## config.mk

```make
export PLATFORM = sky130hd
export DESIGN_NAME = hazard_ctrl_flat
export DESIGN_NICKNAME = d
export VERILOG_FILES = /design/src/rtl/hazard_ctrl_pkg.sv /design/src/rtl/hazard_ctrl_if.sv /design/src/rtl/hazard_ctrl_cmp.sv /design/src/rtl/hazard_ctrl.sv /design/src/flat_wrapper.sv
export SDC_FILE = /design/constraint.sdc
export NUM_CORES = 1
export LEC_CHECK = 0
export BUFFER_PORTS_ARGS = -buffer_cell sky130_fd_sc_hd__clkbuf_2
export CELL_PAD_IN_SITES_DETAIL_PLACEMENT = 0
export CELL_PAD_IN_SITES_GLOBAL_PLACEMENT = 2
export CORE_UTILIZATION = 29
export CTS_CLUSTER_DIAMETER = 100
export DETAILED_ROUTE_END_ITERATION = 7
export PLACE_DENSITY = 0.85
export SYNTH_ARGS = -nofsm -noshare
export SYNTH_HDL_FRONTEND = slang
export SYNTH_SLANG_ARGS = --single-unit
```

## constraint.sdc

```tcl
create_clock -name clk -period 3.5 [get_ports clk]
set_clock_uncertainty 0.1 [all_clocks]
set_input_delay 0.7 -clock clk [delete_from_list [all_inputs] [get_ports clk]]
set_output_delay 0.7 -clock clk [all_outputs]
set_load 0.01 [all_outputs]
```

## src/rtl/hazard_ctrl_pkg.sv

```systemverilog
// Shared pipeline constants and types for the hazard controller.
package hazard_ctrl_pkg;
    localparam int REG_W     = 5;
    localparam int CYC_W     = 4;
    localparam int MD_CNT_W  = 4;
    localparam int STALL_CNT_W = 32;

    localparam logic [CYC_W-1:0]    USE_NONE    = 4'd4;
    localparam logic [MD_CNT_W-1:0] MULT_CYCLES = 4'd5;
    localparam logic [MD_CNT_W-1:0] DIV_CYCLES  = 4'd10;

    typedef enum logic {MD_MULT = 1'b0, MD_DIV = 1'b1} md_type_e;

    function automatic logic [MD_CNT_W-1:0] md_latency(input md_type_e md_type);
        return (md_type == MD_DIV) ? DIV_CYCLES : MULT_CYCLES;
    endfunction
endpackage

```

## src/rtl/hazard_ctrl_if.sv

```systemverilog
// Pipeline-side bundle between the D/E/M stages and the hazard controller.
interface hazard_ctrl_if;
    import hazard_ctrl_pkg::*;

    logic [REG_W-1:0]       rs_addr_D;
    logic [REG_W-1:0]       rt_addr_D;
    logic [CYC_W-1:0]       rs_use_D;
    logic [CYC_W-1:0]       rt_use_D;
    logic [REG_W-1:0]       dst_addr_E;
    logic [REG_W-1:0]       dst_addr_M;
    logic [CYC_W-1:0]       dst_save_E;
    logic [CYC_W-1:0]       dst_save_M;
    logic                   md_start_E;
    logic                   md_type_E;
    logic                   md_use_D;
    logic                   exc_req;
    logic                   pc_en;
    logic                   d_en;
    logic                   e_flush;
    logic                   flush_all;
    logic                   stall;
    logic                   md_busy;
    logic [STALL_CNT_W-1:0] stall_cnt;

    modport master (
        output rs_addr_D, rt_addr_D, rs_use_D, rt_use_D,
               dst_addr_E, dst_addr_M, dst_save_E, dst_save_M,
               md_start_E, md_type_E, md_use_D, exc_req,
        input  pc_en, d_en, e_flush, flush_all, stall, md_busy, stall_cnt
    );

    modport slave (
        input  rs_addr_D, rt_addr_D, rs_use_D, rt_use_D,
               dst_addr_E, dst_addr_M, dst_save_E, dst_save_M,
               md_start_E, md_type_E, md_use_D, exc_req,
        output pc_en, d_en, e_flush, flush_all, stall, md_busy, stall_cnt
    );
endinterface

```

## src/rtl/hazard_ctrl_cmp.sv

```systemverilog
// Per-operand RAW check: operand is needed before an in-flight producer can forward it.
module hazard_cmp
    import hazard_ctrl_pkg::*;
(
    input  logic [REG_W-1:0] src_addr,
    input  logic [CYC_W-1:0] src_use,
    input  logic [REG_W-1:0] dst_addr_e,
    input  logic [CYC_W-1:0] dst_save_e,
    input  logic [REG_W-1:0] dst_addr_m,
    input  logic [CYC_W-1:0] dst_save_m,
    output logic             hz
);
    logic hit_e, hit_m;

    // $zero never carries a dependency, regardless of what E/M claim to write
    assign hit_e = (src_addr == dst_addr_e) && (dst_save_e > src_use);
    assign hit_m = (src_addr == dst_addr_m) && (dst_save_m > src_use);
    assign hz    = (src_addr != '0) && (hit_e || hit_m);
endmodule

```

## src/rtl/hazard_ctrl.sv

```systemverilog
// Stall/flush controller: register RAW hazards, mult/div occupancy, exception flush.
module hazard_ctrl
    import hazard_ctrl_pkg::*;
(
    input  logic         clk,
    input  logic         reset,
    hazard_ctrl_if.slave bus
);
    logic [MD_CNT_W-1:0]    md_cnt_q;
    logic [STALL_CNT_W-1:0] stall_cnt_q;
    logic                   hz_rs, hz_rt;
    logic                   md_busy_w, stall_w, flush_w;

    hazard_cmp u_cmp_rs (
        .src_addr   (bus.rs_addr_D),
        .src_use    (bus.rs_use_D),
        .dst_addr_e (bus.dst_addr_E),
        .dst_save_e (bus.dst_save_E),
        .dst_addr_m (bus.dst_addr_M),
        .dst_save_m (bus.dst_save_M),
        .hz         (hz_rs)
    );

    hazard_cmp u_cmp_rt (
        .src_addr   (bus.rt_addr_D),
        .src_use    (bus.rt_use_D),
        .dst_addr_e (bus.dst_addr_E),
        .dst_save_e (bus.dst_save_E),
        .dst_addr_m (bus.dst_addr_M),
        .dst_save_m (bus.dst_save_M),
        .hz         (hz_rt)
    );

    // Exception wins over every stall source; reset masks everything
    always_comb begin
        md_busy_w = ~reset & ((md_cnt_q != '0) | bus.md_start_E);
        stall_w   = ~reset & ~bus.exc_req & (hz_rs | hz_rt | (bus.md_use_D & md_busy_w));
        flush_w   = ~reset & bus.exc_req;
    end

    assign bus.stall     = stall_w;
    assign bus.md_busy   = md_busy_w;
    assign bus.pc_en     = ~stall_w;
    assign bus.d_en      = ~stall_w;
    assign bus.e_flush   = stall_w;
    assign bus.flush_all = flush_w;
    assign bus.stall_cnt = stall_cnt_q;

    // An issued mult/div keeps counting through exceptions; a new start reloads
    always_ff @(posedge clk) begin
        if (reset) begin
            md_cnt_q    <= '0;
            stall_cnt_q <= '0;
        end else begin
            if (bus.md_start_E)
                md_cnt_q <= md_latency(md_type_e'(bus.md_type_E));
            else if (md_cnt_q != '0)
                md_cnt_q <= md_cnt_q - 1'b1;

            if (stall_w && (stall_cnt_q != '1))
                stall_cnt_q <= stall_cnt_q + 1'b1;
        end
    end
endmodule

```

## src/flat_wrapper.sv

```systemverilog
// flat-port wrapper written by rule: the top's interface ports become plain ports
module hazard_ctrl_flat import hazard_ctrl_pkg::*;
  (clk, reset, bus_rs_addr_D, bus_rt_addr_D, bus_rs_use_D, bus_rt_use_D, bus_dst_addr_E, bus_dst_addr_M, bus_dst_save_E, bus_dst_save_M, bus_md_start_E, bus_md_type_E, bus_md_use_D, bus_exc_req, bus_pc_en, bus_d_en, bus_e_flush, bus_flush_all, bus_stall, bus_md_busy, bus_stall_cnt);
  hazard_ctrl_if bus_i ();
  input  logic clk;
  input  logic reset;
  input wire logic [$bits(bus_i.rs_addr_D)-1:0] bus_rs_addr_D;
  input wire logic [$bits(bus_i.rt_addr_D)-1:0] bus_rt_addr_D;
  input wire logic [$bits(bus_i.rs_use_D)-1:0] bus_rs_use_D;
  input wire logic [$bits(bus_i.rt_use_D)-1:0] bus_rt_use_D;
  input wire logic [$bits(bus_i.dst_addr_E)-1:0] bus_dst_addr_E;
  input wire logic [$bits(bus_i.dst_addr_M)-1:0] bus_dst_addr_M;
  input wire logic [$bits(bus_i.dst_save_E)-1:0] bus_dst_save_E;
  input wire logic [$bits(bus_i.dst_save_M)-1:0] bus_dst_save_M;
  input wire logic [$bits(bus_i.md_start_E)-1:0] bus_md_start_E;
  input wire logic [$bits(bus_i.md_type_E)-1:0] bus_md_type_E;
  input wire logic [$bits(bus_i.md_use_D)-1:0] bus_md_use_D;
  input wire logic [$bits(bus_i.exc_req)-1:0] bus_exc_req;
  output wire logic [$bits(bus_i.pc_en)-1:0] bus_pc_en;
  output wire logic [$bits(bus_i.d_en)-1:0] bus_d_en;
  output wire logic [$bits(bus_i.e_flush)-1:0] bus_e_flush;
  output wire logic [$bits(bus_i.flush_all)-1:0] bus_flush_all;
  output wire logic [$bits(bus_i.stall)-1:0] bus_stall;
  output wire logic [$bits(bus_i.md_busy)-1:0] bus_md_busy;
  output wire logic [$bits(bus_i.stall_cnt)-1:0] bus_stall_cnt;
  assign bus_i.rs_addr_D = bus_rs_addr_D;
  assign bus_i.rt_addr_D = bus_rt_addr_D;
  assign bus_i.rs_use_D = bus_rs_use_D;
  assign bus_i.rt_use_D = bus_rt_use_D;
  assign bus_i.dst_addr_E = bus_dst_addr_E;
  assign bus_i.dst_addr_M = bus_dst_addr_M;
  assign bus_i.dst_save_E = bus_dst_save_E;
  assign bus_i.dst_save_M = bus_dst_save_M;
  assign bus_i.md_start_E = bus_md_start_E;
  assign bus_i.md_type_E = bus_md_type_E;
  assign bus_i.md_use_D = bus_md_use_D;
  assign bus_i.exc_req = bus_exc_req;
  assign bus_pc_en = bus_i.pc_en;
  assign bus_d_en = bus_i.d_en;
  assign bus_e_flush = bus_i.e_flush;
  assign bus_flush_all = bus_i.flush_all;
  assign bus_stall = bus_i.stall;
  assign bus_md_busy = bus_i.md_busy;
  assign bus_stall_cnt = bus_i.stall_cnt;
  hazard_ctrl u_core (.clk(clk), .reset(reset), .bus(bus_i));
endmodule
```

After elaboration in Yosys (flattened, before gate mapping)
Index checks and enable logic that the tools add are counted.
Word-level totals
  register bits after elaboration: 36
  output and inout bits: 38
  bits of input ports: 42
Cells by class
  order comparisons: 4
  equal/unequal tests: 5
  add/subtract/negate cells: 2
  bitwise logic cells: 11
  reductions and logical operators: 13
  multiplexer cells: 3
Operators by type and width (number)
  $add 32x1->32 const B: 1
  $ne 32x32->1 const B: 1
  $eq 5x5->1: 4
  $gt 4x4->1: 4
  $mux 4: 3
  $reduce_bool 5->1: 2
  $logic_and 1x1->1: 7
  $and 1x1->1: 5
  $reduce_bool 4->1: 1
  $sub 4x1->4 const B: 1
  $not 1->1: 3
  $or 1x1->1: 3
  $logic_or 1x1->1: 2
  $reduce_bool 2->1: 1

Logic depth before layout (Yosys ltp)
Gate-level depths: netlist of run 1.
  depth in word-level cells: 8
  gate-level depth with buffers: 13
  depth with buffers taken out: 11

By module
Synthesis of run 1 repeated with hierarchy kept, for this count alone.
Unflattened totals
  cells, all modules: 301
  area, all modules: 2509.9 um2
Modules (own cells, without submodules)
  hazard_ctrl: sequential area each 720.7 um2, times used 1, area each 1886.8 um2, cells an instance 217
  hazard_cmp: sequential area each 0.0 um2, times used 2, area each 311.5 um2, cells an instance 42

Worst setup path before layout of run 1
No wires, ideal clock.
  kind: input to output
  from: input port bus_rs_use_D[1]
  to: output port bus_stall
  data required time: 2.700 ns
  slack: 0.168 ns
  arrival: 2.532 ns
  stages on the path: 12
  path through: inv_1 > ha_1 > nor2b_1 > o211ai_1 > a2111oi_2 > a31oi_1 > o211ai_4 > buf_6 > buf_8 > nand2_1 > inv_1 > buf_4
On the way
  word-level cells in the longest chain between the ends: 7
  elaborated cells between the ends (all ways): 9
  those cells by class: 2 x order compare; 3 x bitwise; 4 x reduce/logical
Ends and longest elaborated chain
  from (decl): line flat_wrapper.sv:9  | input wire logic [$bits(bus_i.rs_use_D)-1:0] bus_rs_use_D;
  $gt 4x4->1 (on tied branches): line hazard_ctrl_cmp.sv:16, hazard_ctrl_cmp.sv:17
  $logic_and 1x1->1 (on tied branches): line hazard_ctrl_cmp.sv:16, hazard_ctrl_cmp.sv:17
  $logic_or 1x1->1 (*): line hazard_ctrl_cmp.sv:18  | assign hz = (src_addr != '0) && (hit_e || hit_m);
  $logic_and 1x1->1 (*): line hazard_ctrl_cmp.sv:18
  $or 1x1->1 (*) (2 in series): line hazard_ctrl.sv:37  | stall_w = ~reset & ~bus.exc_req & (hz_rs | hz_rt | (bus.md_use_D & md_busy_w));
  $and 1x1->1 (*): line hazard_ctrl.sv:37
  to (decl): line flat_wrapper.sv:23  | output wire logic [$bits(bus_i.stall)-1:0] bus_stall;
Mark *: on every way between the ends. The rest lies on a longest branch, timed or not.

Final worst setup path of run 1
Ends and elaborated chain as after synthesis.

==> impl_metrics.env, run 1 <==
export IMPL_synth_xor_area_frac=0.149
export IMPL_cp_max_fo=3
export IMPL_multi_input_area_mm2=0.00167
export IMPL_synth_compound_area_frac=0.111
export IMPL_io_pins=80
export IMPL_synth_seq_area_share=0.285
export IMPL_gp_congestion=0.811
export IMPL_ctsLongestPathBuffers=2
export IMPL_fillers=900
export IMPL_cp_start_kind="input port"
export IMPL_synthFlopType="dfxtp_1"
export IMPL_ys_top_cells_by_count="dfxtp_1, nor2_1, nand3_1, xnor2_1"
export IMPL_overflow=0
export IMPL_yosys_area_share_simple=0.304
export IMPL_drtPass1Iterations=4
export IMPL_synthAdderAreaFrac=0.0941
export IMPL_ir_drop_v=0.000121
export IMPL_layout_drive_gt1_share=0.295
export IMPL_fin_crit_sh=0.893
export IMPL_grt_max_degree=39
export IMPL_status="finished clean"
export IMPL_critPathMaxStageDelay_ps=310
export IMPL_htree_levels=2
export IMPL_numClockSinks=36
export IMPL_drt_iter0_drc=53
export IMPL_port_buffers=79
export IMPL_diodes=0
export IMPL_maxCapViolCount=0
export IMPL_async_flop_share=0
export IMPL_syn_area_per_cell_um2=8.42
export IMPL_grtUsageTotal=0.143
export IMPL_die_w_um=95.3
export IMPL_cts_root_buf="clkbuf_8"
export IMPL_synth_top_family_by_area="simple AND/OR/NAND/NOR gates"
export IMPL_seq_area_um2=721
export IMPL_period_needed_ps=3130
export IMPL_dp_hpwl_um=4860
export IMPL_slew_headroom=0.648
export IMPL_power_density_mw_per_mm2=297
export IMPL_wl_per_cell_um=12.6
export IMPL_fmax_mhz=320
export IMPL_synth_top_cell_area_share=0.285
export IMPL_coreArea_mm2=0.00834
export IMPL_place_inst=477
export IMPL_grt_pass1_wl_um=10200
export IMPL_drv_slew=0
export IMPL_hold_class="reg -> reg"
export IMPL_worstSetupPathType="in -> out"
export IMPL_crit_path_end_kind="output port"
export IMPL_fin_nets=440
export IMPL_drt_wl_total_um=6090
export IMPL_synth_seq_cells=36
export IMPL_area_growth_pct=22.6
export IMPL_synth_edf_count=0
export IMPL_yosysMostFrequentCell="dfxtp_1"
export IMPL_rows=33
export IMPL_stdcell_count=485
export IMPL_reg2reg_depth=12
export IMPL_hold_viol=0
export IMPL_rsz0062_at_grt="no"
export IMPL_die_area_mm2=0.00909
export IMPL_syn_nets=361
export IMPL_synth_distinct_cells=53
export IMPL_worst_pin_slew_ps=525
export IMPL_syn_area_mm2=0.00253
export IMPL_post_cts_buffers=0
export IMPL_vias=2343
export IMPL_grt_pass1_vias=2288
export IMPL_slowest_stage="a2111oi_2"
export IMPL_p_leak_nw=1.32
export IMPL_postRouteAntennaNets=0
export IMPL_insertion_delay_ps=290
export IMPL_antenna_found_initial=0
export IMPL_postCtsHoldBufs=0
export IMPL_start_util=0.303
export IMPL_worstPathCellList="clkbuf_2 -> inv_1 -> ha_1 -> nor2b_1 -> o211ai_1 -> a2111oi_2 -> a31oi_1 -> o211ai_4 -> nand2_1 -> inv_1 -> clkbuf_2"
export IMPL_drc_errors=0
export IMPL_hold_path_depth=2
export IMPL_clkTransAtPathRegs_ps=70
export IMPL_cts_buffers_inserted=5
export IMPL_post_cts_resized=0
export IMPL_pre_cts_slack_ps=316
export IMPL_setup_violations_final=0
export IMPL_post_route_util=0.371
export IMPL_yosys_top_cells_area="dfxtp_1, ha_1, xnor2_1"
export IMPL_cp_arrival_ps=2330
export IMPL_synthCells=300
export IMPL_dieHeight_um=95.3
export IMPL_cts_tree="yes"
export IMPL_vias_per_cell=4.83
export IMPL_ys_warn_count=0
export IMPL_worst_slack_ps=375
export IMPL_worstPathRequired_ps=2700
export IMPL_p_total_w=0.000918
export IMPL_yosys_area_top_type="dfxtp_1"
export IMPL_setup_tns_ps=0
export IMPL_synthMuxAreaShare=0.00396
critical path, delay by kind of cell:
| kind | cells | cell delay (ps) |
|---|---|---|
| buf+inv | 4 | 330 |
| compound gates | 4 | 750 |
| fa+ha+maj | 1 | 280 |
| simple gates | 2 | 260 |
final cells by class:
class,instances,share of cell area
multi-input combinational,236,0.540
timing repair buffer,81,0.133
inverter,19,0.0230
sequential,36,0.233
clock buffer,8,0.0291
tap,105,0.0424
kinds of logic (layout without fill, tap and decap cells):
logic type | Yosys count | in the layout
AOI/OAI and AO/OA | 40 | 40
and+or+nand+nor | 133 | 133
buffers and inverters | 28 | 108
xor gates and xnor gates | 43 | 43
muxes | 1 | 1
DFF | 36 | 36
adders and majority gates | 19 | 19
flip-flops by register name, indices dropped and copies added, names as in the netlist:
register,flops
u_core.bus.stall_cnt,32
u_core.md_cnt_q,4
placed cells by master, fill, tap and decap left out, types with 3 or more instances in the layout:
| master | instances |
|---|---|
| xor2_1 | 18 |
| nor3_2 | 4 |
| and3_1 | 5 |
| or3_1 | 9 |
| nor2b_1 | 7 |
| a21oi_1 | 15 |
| ha_1 | 19 |
| clkbuf_2 | 79 |
| nand3_1 | 25 |
| nor4_1 | 3 |
| nand2_1 | 13 |
| and4_4 | 3 |
| clkbuf_8 | 6 |
| inv_1 | 19 |
| nand4_1 | 8 |
| o21ai_0 | 9 |
| nor3_1 | 5 |
| nor2_1 | 32 |
| dfxtp_1 | 36 |
| xnor2_1 | 25 |
layer usage:
layer,vias to the layer above,track usage,part of all wire
li1,1207,-,-
met5,-,0,0
met4,0,0.0417,0.010
met3,4,0.0391,0.079
met1,1057,0.173,0.46
met2,75,0.246,0.45
where the power goes:
part           internal [W]  switching, W
clock network      0.000161      0.000148
logic             0.0000837      0.000102
registers          0.000417    0.00000646
total              0.000661      0.000257
path summary, 6_finish.rpt:
kind,from,to,slack [ps]
setup / recovery,bus_rs_use_D[1],bus_stall,370
hold / removal,u_core.bus.stall_cnt[19]$_SDFFE_PP0P_,u_core.bus.stall_cnt[19]$_SDFFE_PP0P_,400
setup reg to reg,u_core.md_cnt_q[0]$_SDFFE_PP0N_,u_core.bus.stall_cnt[20]$_SDFFE_PP0P_,800
hold reg to reg,u_core.bus.stall_cnt[19]$_SDFFE_PP0P_,u_core.bus.stall_cnt[19]$_SDFFE_PP0P_,400
through the flow:
step | hold WS, ps | area, um^2
2_1_floorplan | 408 | 2530
3_3_place_gp | 388 | 3010
3_5_place_dp | 392 | 3010
4_1_cts | 402 | 3100
5_1_grt | 442 | 3100
6_report | 400 | 3100
Power figures use the tool's default switching activity.
==> run 2, diff against run 1 <==
ABC_AREA = 1   (was not set)
CORE_UTILIZATION = 28   (was 29)
PLACE_DENSITY = 0.87   (was 0.85)
==> run 2 against run 1 <==
  * The flow now finishes with violations (design-rule violations)
  * Global-route usage up 1.0 points
  * Core utilization fell by 2.4 points
  * Clock power increased by 50%
  * Critical path depth increased by 3
  * Sequential cell count is the same
  * Final area up 30%
  * Clock-buffer cell count stayed put
  * Critical path type unchanged
  * Non-clock buffer count rose by 4
  * Wire length is 52% higher
==> impl_metrics.env, run 2 <==
export IMPL_hold_class="reg -> reg"
export IMPL_fmax_mhz=321
export IMPL_vias=3573
export IMPL_ys_warn_count=0
export IMPL_cp_arrival_ps=2320
export IMPL_syn_nets=629
export IMPL_cts_tree="yes"
export IMPL_dieHeight_um=111
export IMPL_power_switching_w=0.000339
export IMPL_setup_violations_final=0
export IMPL_rows=39
export IMPL_cts_root_buf="clkbuf_16"
export IMPL_postCtsHoldBufs=0
export IMPL_yosys_top_cells_area="dfxtp_1, nand2_1, inv_1"
export IMPL_worst_pin_slew_ps=479
export IMPL_wl_per_cell_um=11.8
export IMPL_synth_edf_count=0
export IMPL_diodes=0
export IMPL_grtUsageTotal=0.153
export IMPL_numClockSinks=36
export IMPL_htree_levels=2
export IMPL_fin_nets=704
export IMPL_drtPass1Iterations=8
export IMPL_drv_slew=0
export IMPL_gp_congestion=0.787
export IMPL_worst_slack_ps=383
export IMPL_fin_area_mm2=0.00402
export IMPL_antenna_found_initial=0
export IMPL_maxCapViolCount=0
export IMPL_synthFlopType="dfxtp_1"
export IMPL_die_area_mm2=0.0124
export IMPL_worstHoldStart="u_core.md_cnt_q[1]$_SDFFE_PP0N_"
export IMPL_slew_headroom=0.680
export IMPL_grt_busiest_layer="met2"
export IMPL_violations="design-rule violations"
export IMPL_ir_drop_v=0.000147
export IMPL_post_cts_buffers=0
export IMPL_synth_seq_area_share=0.215
export IMPL_pre_cts_slack_ps=379
export IMPL_seqPwrFrac=0.384
export IMPL_synth_top_cell_area_share=0.215
export IMPL_rsz0062_at_grt="no"
export IMPL_period_needed_ps=3120
export IMPL_r2r_start="u_core.md_cnt_q[0]$_SDFFE_PP0N_"
export IMPL_p_leak_nw=2.17
export IMPL_reg2reg_depth=12
export IMPL_grt_met1_usage=0.191
export IMPL_start_util=0.290
export IMPL_area_growth_pct=19.8
export IMPL_worstPathRequired_ps=2700
export IMPL_yosysMostFrequentCell="nand2_1"
export IMPL_grt_max_degree=21
export IMPL_r2r_end="u_core.bus.stall_cnt[17]$_SDFFE_PP0P_"
export IMPL_reg2reg_slack_ps=990
export IMPL_dpl_instance_area_mm2=0.00387
export IMPL_power_frac_comb=0.207
export IMPL_drt_wl_total_um=9260
export IMPL_post_route_util=0.348
export IMPL_largest_reg_flops=32
export IMPL_layout_common_cells="nand2_1, inv_1, clkbuf_2"
export IMPL_crit_path_end_kind="output port"
export IMPL_grt_pass1_vias=3324
export IMPL_final_common_cell="nand2_1"
export IMPL_clkTransAtPathRegs_ps=60
export IMPL_insertion_delay_ps=280
export IMPL_io_pins=80
export IMPL_ys_top_cells_by_count="nand2_1, inv_1, nor2_1"
export IMPL_die_w_um=111
export IMPL_drt_iter0_drc=155
export IMPL_layout_drive_gt1_share=0.197
export IMPL_internal_power_w=0.000795
export IMPL_grtUsageMet2=0.270
export IMPL_cp_start_kind="input port"
export IMPL_syn_area_mm2=0.00336
export IMPL_port_buffers=79
export IMPL_syn_area_per_cell_um2=5.91
export IMPL_hold_path_depth=2
export IMPL_synthCells=568
export IMPL_fin_crit_sh=0.891
export IMPL_power_share_clock=0.408
export IMPL_grt_util_met3=0.0310
export IMPL_post_cts_resized=0
export IMPL_swShare=0.299
export IMPL_coreArea_mm2=0.0116
export IMPL_drc_errors=4
export IMPL_min_to="u_core.md_cnt_q[1]$_SDFFE_PP0N_"
export IMPL_ctsLongestPathBuffers=2
export IMPL_fillers=1251
export IMPL_power_density_mw_per_mm2=282
export IMPL_vias_per_cell=4.54
export IMPL_setup_tns_ps=0
export IMPL_synth_seq_cells=36
export IMPL_dp_hpwl_um=7490
export IMPL_worstSetupPathType="in -> out"
export IMPL_cts_buffers_inserted=5
export IMPL_synth_distinct_cells=29
export IMPL_grt_pass1_wl_um=15500
export IMPL_overflow=0
export IMPL_yosys_area_top_type="dfxtp_1"
export IMPL_hold_viol=0
export IMPL_status="complete, but fails checks"
export IMPL_async_flop_share=0
export IMPL_cp_max_fo=14
export IMPL_postRouteAntennaNets=0
==> run 2: layout make-up <==
class	instances	area (um^2)	share of cell area
clock buffers	8	146	0.0364
inverters	107	402	0.0999
multi-input cells	408	2130	0.530
flip-flops and latches	36	721	0.179
well taps	143	179	0.0445
repair buffers	85	440	0.110
==> run 2: worst max-delay path: stages <==
cell      delay (ps)
clkbuf_2          70
inv_1             50
ha_1             320
nand3_1          100
nand3_1           70
nor2_1            90
nor2_1            50
nand2_1           50
nand2_1           40
nand2_1           70
nand3_2          290
nand2_1          210
inv_1             70
clkbuf_2         120
==> run 2: worst max-delay path by stage <==
stage | from | depth (start not counted) | endpoint | slack [ps]
after floorplan | bus_rt_use_D[3] | 15 | bus_stall | 380
after global placement | bus_rt_use_D[3] | 14 | bus_stall | 400
after detailed placement | bus_rt_use_D[3] | 14 | bus_stall | 380
after CTS | bus_rt_use_D[3] | 14 | bus_stall | 370
after global routing | bus_rt_use_D[3] | 14 | bus_stall | 200
final | bus_rt_use_D[3] | 14 | bus_stall | 380
==> run 2: per-layer routing <==
| metal | wire (um) | vias to the layer above |
|---|---|---|
| li1 | - | 1911 |
| met1 | 4430 | 1579 |
| met2 | 4280 | 77 |
| met3 | 460 | 6 |
| met4 | 91 | 0 |
| met5 | 0 | - |
==> run 2: stage by stage <==
stage	hold WS (ps)	total power (W)	std cells
finish	410	0.00113	787
CTS	409	0.00115	787
floorplan	370	0.000598	568
detailed placement	401	0.000683	779
global route	441	0.00120	787
global placement	397	0.000679	779
==> run 2: power groups by stage <==
| stage | Clock (W) | Combinational (W) | Sequential (W) |
|---|---|---|---|
| final | 0.000463 | 0.000235 | 0.000436 |
| after detailed placement | 0 | 0.000238 | 0.000445 |
| after CTS | 0.000476 | 0.000238 | 0.000436 |
| after global routing | 0.000489 | 0.000269 | 0.000438 |
| after floorplan | 0 | 0.000154 | 0.000444 |
| after global placement | 0 | 0.000235 | 0.000444 |
==> run 2: logic make-up after synthesis <==
family	after synthesis	synth area share
fa+ha+maj	19	0.0708
compound gates	15	0.0246
buf+inv	124	0.154
flops	36	0.215
xor+xnor	13	0.0339
simple gates	361	0.502
